[config.mk]
export PLATFORM = sky130hd
export DESIGN_NAME = vga_sync_gen
export DESIGN_NICKNAME = d
export VERILOG_FILES = /design/src/rtl/vga_sync_gen.sv
export SDC_FILE = /design/constraint.sdc
export NUM_CORES = 1
export LEC_CHECK = 0
export ABC_AREA = 1
export CAP_MARGIN = 40
export CORE_AREA = 4 4 67 69
export DETAILED_ROUTE_END_ITERATION = 7
export DIE_AREA = 0 0 71 73
export GPL_ROUTABILITY_DRIVEN = 0
export PLACE_DENSITY = 0.79
export SLEW_MARGIN = 40
export SYNTH_ARGS = -nofsm -noshare
export SYNTH_HDL_FRONTEND = slang
export SYNTH_SLANG_ARGS = --single-unit
[constraint.sdc]
create_clock -name clk -period 4.5 [get_ports clk]
set_input_delay 0.9 -clock clk [delete_from_list [all_inputs] [get_ports clk]]
set_output_delay 0.9 -clock clk [all_outputs]
set_load 0.05 [all_outputs]
[src/rtl/vga_sync_gen.sv]
// Raster timing generator: pixel counters, registered sync/active decode, sync delay line.
// Optional completed-frame counter enabled by defining VGA_SYNC_FRAME_CNT_EN.
module vga_sync_gen #(
    parameter int unsigned H_VIEW      = 640,
    parameter int unsigned H_FRONT     = 16,
    parameter int unsigned H_SYNC      = 96,
    parameter int unsigned H_BACK      = 48,
    parameter int unsigned V_VIEW      = 480,
    parameter int unsigned V_FRONT     = 10,
    parameter int unsigned V_SYNC      = 2,
    parameter int unsigned V_BACK      = 33,
    parameter bit          H_SYNC_POL  = 1'b0,
    parameter bit          V_SYNC_POL  = 1'b0,
    parameter int unsigned SYNC_DELAY  = 2,
    parameter int unsigned FRAME_CNT_W = 8
) (
    input  logic                   clk,
    input  logic                   reset_n,
    input  logic                   ena,
    output logic [9:0]             x_px,
    output logic [9:0]             y_px,
    output logic                   activevideo,
    output logic                   hsync,
    output logic                   vsync,
    output logic                   hsync_dly,
    output logic                   vsync_dly,
    output logic                   frame_start,
    output logic [FRAME_CNT_W-1:0] frame_cnt
);

    localparam int unsigned H_TOTAL = H_VIEW + H_FRONT + H_SYNC + H_BACK;
    localparam int unsigned V_TOTAL = V_VIEW + V_FRONT + V_SYNC + V_BACK;

    localparam logic [9:0]  H_LAST = 10'(H_TOTAL - 1);
    localparam logic [9:0]  V_LAST = 10'(V_TOTAL - 1);
    localparam logic [10:0] H_VIEW_W = 11'(H_VIEW);
    localparam logic [10:0] V_VIEW_W = 11'(V_VIEW);
    localparam logic [10:0] HS_BEG = 11'(H_VIEW + H_FRONT);
    localparam logic [10:0] HS_END = 11'(H_VIEW + H_FRONT + H_SYNC - 1);
    localparam logic [10:0] VS_BEG = 11'(V_VIEW + V_FRONT);
    localparam logic [10:0] VS_END = 11'(V_VIEW + V_FRONT + V_SYNC - 1);

    generate
        if (H_TOTAL > 1024) begin : g_h_total_chk
            $error("vga_sync_gen: H_TOTAL exceeds 1024");
        end
        if (V_TOTAL > 1024) begin : g_v_total_chk
            $error("vga_sync_gen: V_TOTAL exceeds 1024");
        end
        if (SYNC_DELAY > 7) begin : g_delay_chk
            $error("vga_sync_gen: SYNC_DELAY must be 0..7");
        end
    endgenerate

    logic       line_end;
    logic [9:0] x_next;
    logic [9:0] y_next;

    always_comb begin
        line_end = (x_px == H_LAST);
        x_next   = line_end ? '0 : x_px + 10'd1;
        y_next   = y_px;
        if (line_end) begin
            y_next = (y_px == V_LAST) ? '0 : y_px + 10'd1;
        end
    end

    // Decode from the next counter values so the registered flags describe x_px/y_px exactly
    always_ff @(posedge clk or negedge reset_n) begin
        if (!reset_n) begin
            x_px        <= '0;
            y_px        <= '0;
            activevideo <= 1'b1;
            hsync       <= ~H_SYNC_POL;
            vsync       <= ~V_SYNC_POL;
        end else if (ena) begin
            x_px        <= x_next;
            y_px        <= y_next;
            activevideo <= ({1'b0, x_next} < H_VIEW_W) && ({1'b0, y_next} < V_VIEW_W);
            hsync       <= (({1'b0, x_next} >= HS_BEG) && ({1'b0, x_next} <= HS_END))
                           ? H_SYNC_POL : ~H_SYNC_POL;
            vsync       <= (({1'b0, y_next} >= VS_BEG) && ({1'b0, y_next} <= VS_END))
                           ? V_SYNC_POL : ~V_SYNC_POL;
        end
    end

    generate
        if (SYNC_DELAY == 0) begin : g_no_dly
            assign hsync_dly = hsync;
            assign vsync_dly = vsync;
        end else begin : g_dly
            logic [SYNC_DELAY-1:0] hs_pipe;
            logic [SYNC_DELAY-1:0] vs_pipe;

            always_ff @(posedge clk or negedge reset_n) begin
                if (!reset_n) begin
                    hs_pipe <= {SYNC_DELAY{~H_SYNC_POL}};
                    vs_pipe <= {SYNC_DELAY{~V_SYNC_POL}};
                end else if (ena) begin
                    hs_pipe[0] <= hsync;
                    vs_pipe[0] <= vsync;
                    for (int unsigned i = 1; i < SYNC_DELAY; i++) begin
                        hs_pipe[i] <= hs_pipe[i-1];
                        vs_pipe[i] <= vs_pipe[i-1];
                    end
                end
            end

            assign hsync_dly = hs_pipe[SYNC_DELAY-1];
            assign vsync_dly = vs_pipe[SYNC_DELAY-1];
        end
    endgenerate

    // Downstream uses this as a sampling enable, so it must drop during reset
    assign frame_start = reset_n && ena && (x_px == '0) && (y_px == '0);

`ifdef VGA_SYNC_FRAME_CNT_EN
    logic frame_end;
    assign frame_end = line_end && (y_px == V_LAST);

    always_ff @(posedge clk or negedge reset_n) begin
        if (!reset_n) begin
            frame_cnt <= '0;
        end else if (ena && frame_end) begin
            frame_cnt <= frame_cnt + FRAME_CNT_W'(1);
        end
    end
`else
    assign frame_cnt = '0;
`endif

endmodule

; Word level (Yosys, flattened, before mapping)
; Cells that the tools add are included.
[classes]
n_eq_ne = 2
addsub = 2
reduce_logical = 8
magnitude_cmp = 6
mux = 5
[ops]
columns = op, count
row1 = $mux 10, 3
row2 = $add 10x1->10 const B, 2
row3 = $eq 10x10->1 const B, 2
row4 = $logic_not 10->1, 2
row5 = $ge 10x10->1 const B, 1
row6 = $ge 10x9->1 const B, 1
row7 = $le 10x10->1 const B, 1
row8 = $le 10x9->1 const B, 1
row9 = $lt 10x10->1 const B, 1
row10 = $lt 10x9->1 const B, 1
row11 = $logic_and 1x1->1, 6
row12 = $mux 1, 2
[word_totals]
output_inout_bits = 34
in_bits = 3
ff_bits = 27
elab_cells = 30

; Logic depth before layout (Yosys ltp)
; Gate-level depths: netlist of run 1.
[depth]
ltp_word = 6
mapped_depth = 13
ltp_nobuf = 13

; Worst setup path after synthesis of run 1
; OpenSTA, ideal clock, no wires.
[synth_timing]
path_kind = reg-to-output
start = register y_px[0]
end = output port frame_start
path_stages_with_launch = 7
required_ns = 3.600
slack_ns = 0.938
t_arrival_ns = 2.662
n_path_buf = 0
cell_sequence = dfrtp_1 -> inv_1 -> ha_1 -> nand4_1 -> nor2_1 -> nand3_1 -> nor4_1
[synth_between]
elab_chain_cells = 2
[synth_lines]
columns = item, line_no
row1 = "start, declared", 21  ; output logic [9:0] y_px,
row2 = "start signal, assigned", 78  ; y_px <= y_next;
row3 = $logic_not 10->1, 115  ; assign frame_start = reset_n && ena && (x_px == '0) && (y_px == '0);
row4 = $logic_and 1x1->1, 115
row5 = "end, declared", 27  ; output logic frame_start,
; Every way passes these cells.

; Worst setup path in the final report of run 1
[layout_timing]
start = input port ena
end = output port frame_start
[layout_between]
elab_chain_cells = 3
[layout_lines]
columns = item, line_no
row1 = "start, declared", 19  ; input logic ena,
row2 = $logic_and 1x1->1 (3 in series), 115
; Every way passes these cells.

==> flow_summary.toml, run 1 <==
[power_and_ir_drop]
power.internal_uw = 470
comb_power_share_pct = 45.0
clkPwrFrac_pct = 15.7
report.power.total_uw = 890
power.switching_fraction_pct = 47.2
power.static_leakage_uw = 0.00107
seq_power_share_pct = 39.2
max-vdd-ir-drop_mv = 0.216
power_density_mw_per_mm2 = 404
p_switching_uw = 420

[synth]
synth_enable_flop_cells = 0
synth.top_cell.area_share_pct = 26.9
synth.lib_cells_used.distinct = 34
synth-adder-area-share_pct = 2.69
yosys-mux-area-fraction_pct = 0
sequential_area_share_after_synthesis_pct = 36.8
synth_xor_area_share_pct = 0.941
synth-warning-count = 0
proportion_of_synthesized_flip_flops_having_asynchronous_set_or_reset_pct = 100
synth_area_leader_cell = "sky130_fd_sc_hd__dfrtp_1"
synth_area_mm2 = 0.00186
syn_area_per_cell_um2 = 6.77
synth-compound-area-share_pct = 8.00
synthSimpleGateAreaFrac_pct = 38.9
yosys-top-cells-area = "sky130_fd_sc_hd__dfrtp_1 27%, sky130_fd_sc_hd__nand2_1 17%, sky130_fd_sc_hd__dfstp_2 9.9%, sky130_fd_sc_hd__nand3_1 7.3%, sky130_fd_sc_hd__inv_1 6.5%"
dominant_combinational_cell_family_by_area_after_synthesis = "simple AND/OR/NAND/NOR gates"
syn-instance-count = 275
dominantRegCellSynth = "sky130_fd_sc_hd__dfrtp_1"
yosys_register_bits = 27

[floorplan]
initial_core_util_pct = 47.5
fp.dieW_um = 71
core_area_mm2 = 0.00391
y_dimension_of_the_die_um = 73
io_pins = 37
design.die.area_mm2 = 0.00518
core.rowCount = 23

[route]
routed-wl-met3_um = 168
detailed_route_wirelength_on_metal2_um = 2100
firstDrtPassIters = 4
via_count = 1794
routed_wire_length_per_instance_um = 12.3
drt_drc_violations_left = 0
route.layer.met1.wl_um = 2050
drt-vias-per-instance = 5.10
routed.top_layer = "met4"
drt_first_iter_violations = 104
route.antenna.remaining_nets = 0
wl_um = 4340

[critical_path]
worstPathBufferInverterCount = 3
cpPeakStageDelay_ns = 0.47
critical_path_peak_fanout = 24
critical_path_arrival_ns = 2.49
crit_path_end_kind = "primary output"
crit_type = "in2out"
timing.critical_path.required_ns = 3.60
timing.critical_path.cells = "clkdlybuf4s50_1, buf_4, nand3_1, nor2_1, nand3_1, nor4_1, buf_12"
crit_path_top_delay_cell = "sky130_fd_sc_hd__clkdlybuf4s50_1"
most_frequent_cell_on_the_critical_path = "sky130_fd_sc_hd__nand3_1"
worst_setup_path_start_kind = "input pin"
cp_top_family = "buffers and inverters"

[placed_design]
dp_slack_ns = 1.10
port_buffers = 28
detailed_place_hpwl_um = 3230

[grt]
globalRoute.totalOverflow = 0
antenna_found_initial = 0
grt_pass1_wl_um = 7150
track_usage_pct = 16.7
grt_max_degree = 29
grt_pass1_vias = 1605

[clock_tree]
numCtsBuffers = 3
clock_tree.buffer_depth = 2
cts.repair.resized = 0
clock_tree.htree_level_count = 1
cts_hold_buf = 0
tritoncts_num_sinks = 27
cts_setup_buffers = 0
cts_root_buffer = "sky130_fd_sc_hd__clkbuf_8"
clock_latency_reported_for_the_late_side_of_the_worst_skew_pair_ns = 0.27
clkTransAtPathRegs_ns = 0.10
tritoncts = "done"

[cells_and_area]
drive_above_1_share_pct = 8.28
area.growth.synth_to_final_pct = 18.6
design.final.nets = 310
mostFrequentLayoutCell = "sky130_fd_sc_hd__nand2_1"
ff_latch_area_um2 = 684
area_of_the_multi_input_gates_um2 = 970
fill_cells = 412
antenna_cells_inserted = 0
commonest_non_fill_non_tap_cells_in_the_layout = "86 x sky130_fd_sc_hd__nand2_1, 32 x sky130_fd_sc_hd__inv_1, 27 x sky130_fd_sc_hd__nand3_1, 27 x sky130_fd_sc_hd__nor2_1, 27 x sky130_fd_sc_hd__clkdlybuf4s50_1"

[timing]
fmaxAchievable_mhz = 295
slew-limit-headroom_pct = 54.2
finalSetupTns_ns = 0
report.final.setup_viol = 0
timing_worst_slew_pin_value_ns = 0.683
report.final.hold_viol_count = 0
grt_setup_unrepaired = "false"
slew_viol_final = 0
layout_worst_path_cycle_share_pct = 75.4
setup_slack_ns = 1.11
finalClockSkew_ns = 0.00262
post-route-min-period_ns = 3.39

[status]
result_of_the_run = "completed"

[flow_run]
max_cap_viol_count = 0

[worst_hold_path]
min_path_type = "reg2reg"
worst register-to-register path: stages, from the launching register on:
cell and delay, ns:
sky130_fd_sc_hd__dfrtp_1 0.54, sky130_fd_sc_hd__ha_1 0.24, sky130_fd_sc_hd__nand2_2 0.09, sky130_fd_sc_hd__nor2_4 0.15, sky130_fd_sc_hd__inv_2 0.08, sky130_fd_sc_hd__nor2_8 0.28, sky130_fd_sc_hd__inv_4 0.11, sky130_fd_sc_hd__nand2_1 0.10
sky130_fd_sc_hd__nand4_1 0.12, sky130_fd_sc_hd__nor2_2 0.12, sky130_fd_sc_hd__nand3_1 0.11, sky130_fd_sc_hd__nand2_1 0.07, sky130_fd_sc_hd__inv_1 0.04
sequential cells by signal, summed over array words and instances, names as in the netlist:
| name | count |
|---|---|
| g_dly.vs_pipe | 2 |
| x_px | 10 |
| vsync | 1 |
| hsync | 1 |
| activevideo | 1 |
| y_px | 10 |
| g_dly.hs_pipe | 2 |
power groups by stage:
stage / combinational (µW) / clock, µW / sequential, µW
2_1_floorplan: 155 / 0 / 474
3_3_place_gp: 395 / 0 / 352
3_5_place_dp: 400 / 0 / 352
4_1_cts: 402 / 145 / 348
5_1_grt: 431 / 154 / 357
6_report: 401 / 140 / 349
cells in the mapped netlist, types with 2 or more instances:
master,n
sky130_fd_sc_hd__a21oi_1,3
sky130_fd_sc_hd__buf_4,8
sky130_fd_sc_hd__clkbuf_1,4
sky130_fd_sc_hd__dfrtp_1,20
sky130_fd_sc_hd__dfstp_2,7
sky130_fd_sc_hd__ha_1,4
sky130_fd_sc_hd__inv_1,32
sky130_fd_sc_hd__inv_2,2
sky130_fd_sc_hd__nand2_1,86
sky130_fd_sc_hd__nand3_1,27
sky130_fd_sc_hd__nand4_1,10
sky130_fd_sc_hd__nor2_1,27
sky130_fd_sc_hd__nor2_2,2
sky130_fd_sc_hd__nor3_1,3
sky130_fd_sc_hd__o21ai_0,20
sky130_fd_sc_hd__xor2_1,2
stage by stage:
stage               instances  area (µm²)  utilization, %  hold slack (ns)
floorplan                 282        1890               -            0.444
global placement          348        2160            55.2            0.452
detailed placement        348        2160            55.2            0.454
CTS                       352        2210            56.4            0.469
global route              352        2210            56.4            0.489
finish                    352        2210            56.4            0.466
final cells by class:
| class | count | area share [%] |
|---|---|---|
| inverter | 36 | 6.24 |
| clock buffer | 3 | 1.87 |
| tap | 50 | 2.84 |
| sequential | 27 | 31.0 |
| multi-input combinational | 205 | 44.0 |
| timing repair buffer | 30 | 13.8 |
| clock inverter | 1 | 0.227 |
cells by family (layout without fill, tap and decap cells):
kind of cell	Yosys count	count (layout)
flip-flops	27	27
AO/OA/AOI/OAI	28	28
buffers and inverters	50	70
other	1	8
adder cells (fa/ha/maj)	4	4
XOR/XNOR	2	2
AND/OR/NAND/NOR	163	163
path summary, 6_finish.rpt:
kind                                         startpoint                      endpoint  slack (ns)  cells past startpoint
max                                                 ena                   frame_start        1.11                      7
min                        g_dly.vs_pipe[1]$_DFFE_PN1P_  g_dly.vs_pipe[1]$_DFFE_PN1P_        0.47                      2
max reg2reg                         x_px[0]$_DFFE_PN0P_             vsync$_DFFE_PN1P_        2.41                     12
min reg2reg                g_dly.vs_pipe[1]$_DFFE_PN1P_  g_dly.vs_pipe[1]$_DFFE_PN1P_        0.47                      2
max in group asynchronous                       reset_n       activevideo$_DFFE_PN1P_        3.13                      2
min in group asynchronous                       reset_n           x_px[1]$_DFFE_PN0P_        1.07                      2
per-layer routing:
layer,vias to the layer above,track usage (%)
met1,835,22.6
met4,0,2.51
met2,39,29.0
met5,-,0
met3,2,2.34
li1,918,-
Note: power is estimated with default switching activity, not from simulation.
==> inputs of run 2 (changes only) <==
==> constraint.sdc (replaced) <==
create_clock -name clk -period 3.3 [get_ports clk]
set_input_delay 0.66 -clock clk [delete_from_list [all_inputs] [get_ports clk]]
set_output_delay 0.66 -clock clk [all_outputs]
set_load 0.05 [all_outputs]
==> run 2 against run 1 <==
Effect of this change:
- combinational power is 38% higher
- critical path depth stayed put
- non-clock buffer count is 1 higher
- worst hold slack better by 0.0034 ns
- sequential share of layout area is 0.23 points lower
- flip-flop and latch count stayed put
- utilization is 0.42 points higher
- die area stayed put
- critical path type is now reg2out
- global-route usage is 1.2 points higher
- worst setup slack worse by 0.40 ns
==> flow_summary.toml, run 2 (synthesis gave the netlist of run 1 again) <==
[floorplan]
io_pins = 37
fp.dieW_um = 71
initial_core_util_pct = 47.5
design.die.area_mm2 = 0.00518
core_area_mm2 = 0.00391
y_dimension_of_the_die_um = 73
core.rowCount = 23

[clock_tree]
cts_setup_buffers = 0
cts_root_buffer = "sky130_fd_sc_hd__clkbuf_8"
clkTransAtPathRegs_ns = 0.10
tritoncts = "done"
tritoncts_num_sinks = 27
cts.repair.resized = 0
numCtsBuffers = 3
clock_latency_reported_for_the_late_side_of_the_worst_skew_pair_ns = 0.28
clock_tree.buffer_depth = 2
clock_tree.htree_level_count = 1
cts_hold_buf = 0

[placed_design]
dp_slack_ns = 0.764
post_dp_cell_area_mm2 = 0.00217
port_buffers = 28
cells_after_dpl = 349
detailed_place_hpwl_um = 3280

[route]
via_count = 1794
drt-vias-per-instance = 5.08
routed-wl-met3_um = 196
route.layer.met1.wl_um = 2050
drt_first_iter_violations = 137
routed_wire_length_per_instance_um = 12.1
drt_drc_violations_left = 0
firstDrtPassIters = 4
detailed_route_wirelength_on_metal2_um = 2000
routed.top_layer = "met4"
wl_um = 4280
route.antenna.remaining_nets = 0

[critical_path]
critical_path_arrival_ns = 1.93
crit_type = "reg2out"
crit_path_end_kind = "primary output"
worst_setup_path_start_kind = "flip-flop"
timing.critical_path.required_ns = 2.64
critical_path_peak_fanout = 9

[timing]
finalClockSkew_ns = 0.00369
grt_setup_unrepaired = "false"
slew-limit-headroom_pct = 65.5
fmaxAchievable_mhz = 386
slew_viol_final = 0
timing_worst_slew_pin_value_ns = 0.516
layout_worst_path_cycle_share_pct = 78.4
report.final.setup_viol = 0
post-route-min-period_ns = 2.59
finalSetupTns_ns = 0
report.final.hold_viol_count = 0
setup_slack_ns = 0.712

[grt]
grt_max_degree = 28
globalRoute.totalOverflow = 0
antenna_found_initial = 0
grt_pass1_wl_um = 7500
track_usage_pct = 17.9
grt_pass1_vias = 1706

[cells_and_area]
postLayoutCellArea_mm2 = 0.00222
mostFrequentLayoutCell = "sky130_fd_sc_hd__nand2_1"
area.growth.synth_to_final_pct = 19.4
top_regs = "x_px x10, y_px x10"
antenna_cells_inserted = 0
finalNonFillerCells = 353
design.final.nets = 311
commonest_non_fill_non_tap_cells_in_the_layout = "86 x sky130_fd_sc_hd__nand2_1, 32 x sky130_fd_sc_hd__inv_1, 27 x sky130_fd_sc_hd__nand3_1, 27 x sky130_fd_sc_hd__nor2_1, 27 x sky130_fd_sc_hd__clkdlybuf4s50_1"
drive_above_1_share_pct = 8.91
fill_cells = 404

[status]
result_of_the_run = "completed"

[power_and_ir_drop]
report.power.total_uw = 1220
power.static_leakage_uw = 0.00107
power_density_mw_per_mm2 = 549
max-vdd-ir-drop_mv = 0.331

[flow_run]
max_cap_viol_count = 0

[worst_hold_path]
min_path_type = "reg2reg"
-- run 2: layout make-up --
cell class / instances / area, µm² / area share [%]
Multi-Input combinational cell: 205 / 976 / 43.9
Sequential cell: 27 / 684 / 30.8
Timing Repair Buffer: 31 / 313 / 14.1
Inverter: 36 / 138 / 6.19
Tap cell: 50 / 62.6 / 2.82
Clock buffer: 3 / 41.3 / 1.86
Clock inverter: 1 / 7.51 / 0.338
-- run 2: through the flow --
stage | hold WS (ns) | util (%)
finish | 0.470 | 56.8
global route | 0.485 | 56.8
CTS | 0.474 | 56.8
detailed placement | 0.459 | 55.5
global placement | 0.452 | 55.5
floorplan | 0.364 | -
-- run 2: final timing paths --
check | start | endpoint | slack, ns | depth (start not counted)
min in group asynchronous | reset_n | x_px[1]$_DFFE_PN0P_ | 0.78 | 2
hold / removal | g_dly.vs_pipe[1]$_DFFE_PN1P_ | g_dly.vs_pipe[1]$_DFFE_PN1P_ | 0.47 | 2
setup / recovery | y_px[0]$_DFFE_PN0P_ | frame_start | 0.71 | 7
hold reg to reg | g_dly.vs_pipe[1]$_DFFE_PN1P_ | g_dly.vs_pipe[1]$_DFFE_PN1P_ | 0.47 | 2
setup reg to reg | x_px[0]$_DFFE_PN0P_ | vsync$_DFFE_PN1P_ | 1.23 | 12
max in group asynchronous | reset_n | g_dly.hs_pipe[1]$_DFFE_PN1P_ | 2.22 | 2
-- run 2: layer usage --
layer | vias to the layer above | global-route usage (%)
met5 | - | 0
met2 | 48 | 30.9
met1 | 820 | 23.0
li1 | 922 | -
met3 | 4 | 2.62
met4 | 0 | 6.26
-- run 2: power breakdown --
part / leakage, µW / internal [µW] / total [µW] / switching, µW
combinational: 0.000729 / 169 / 552 / 383
clock: 0.0000217 / 85.8 / 195 / 109
sequential: 0.000322 / 389 / 472 / 82.6
-- run 2: critical path: stages (launching register included) --
cell and delay (ns):
sky130_fd_sc_hd__dfrtp_1 0.50, sky130_fd_sc_hd__inv_1 0.15, sky130_fd_sc_hd__ha_1 0.22, sky130_fd_sc_hd__nand4_1 0.13, sky130_fd_sc_hd__nor2_1 0.11, sky130_fd_sc_hd__nand3_1 0.09
sky130_fd_sc_hd__nor4_2 0.27, sky130_fd_sc_hd__buf_12 0.19
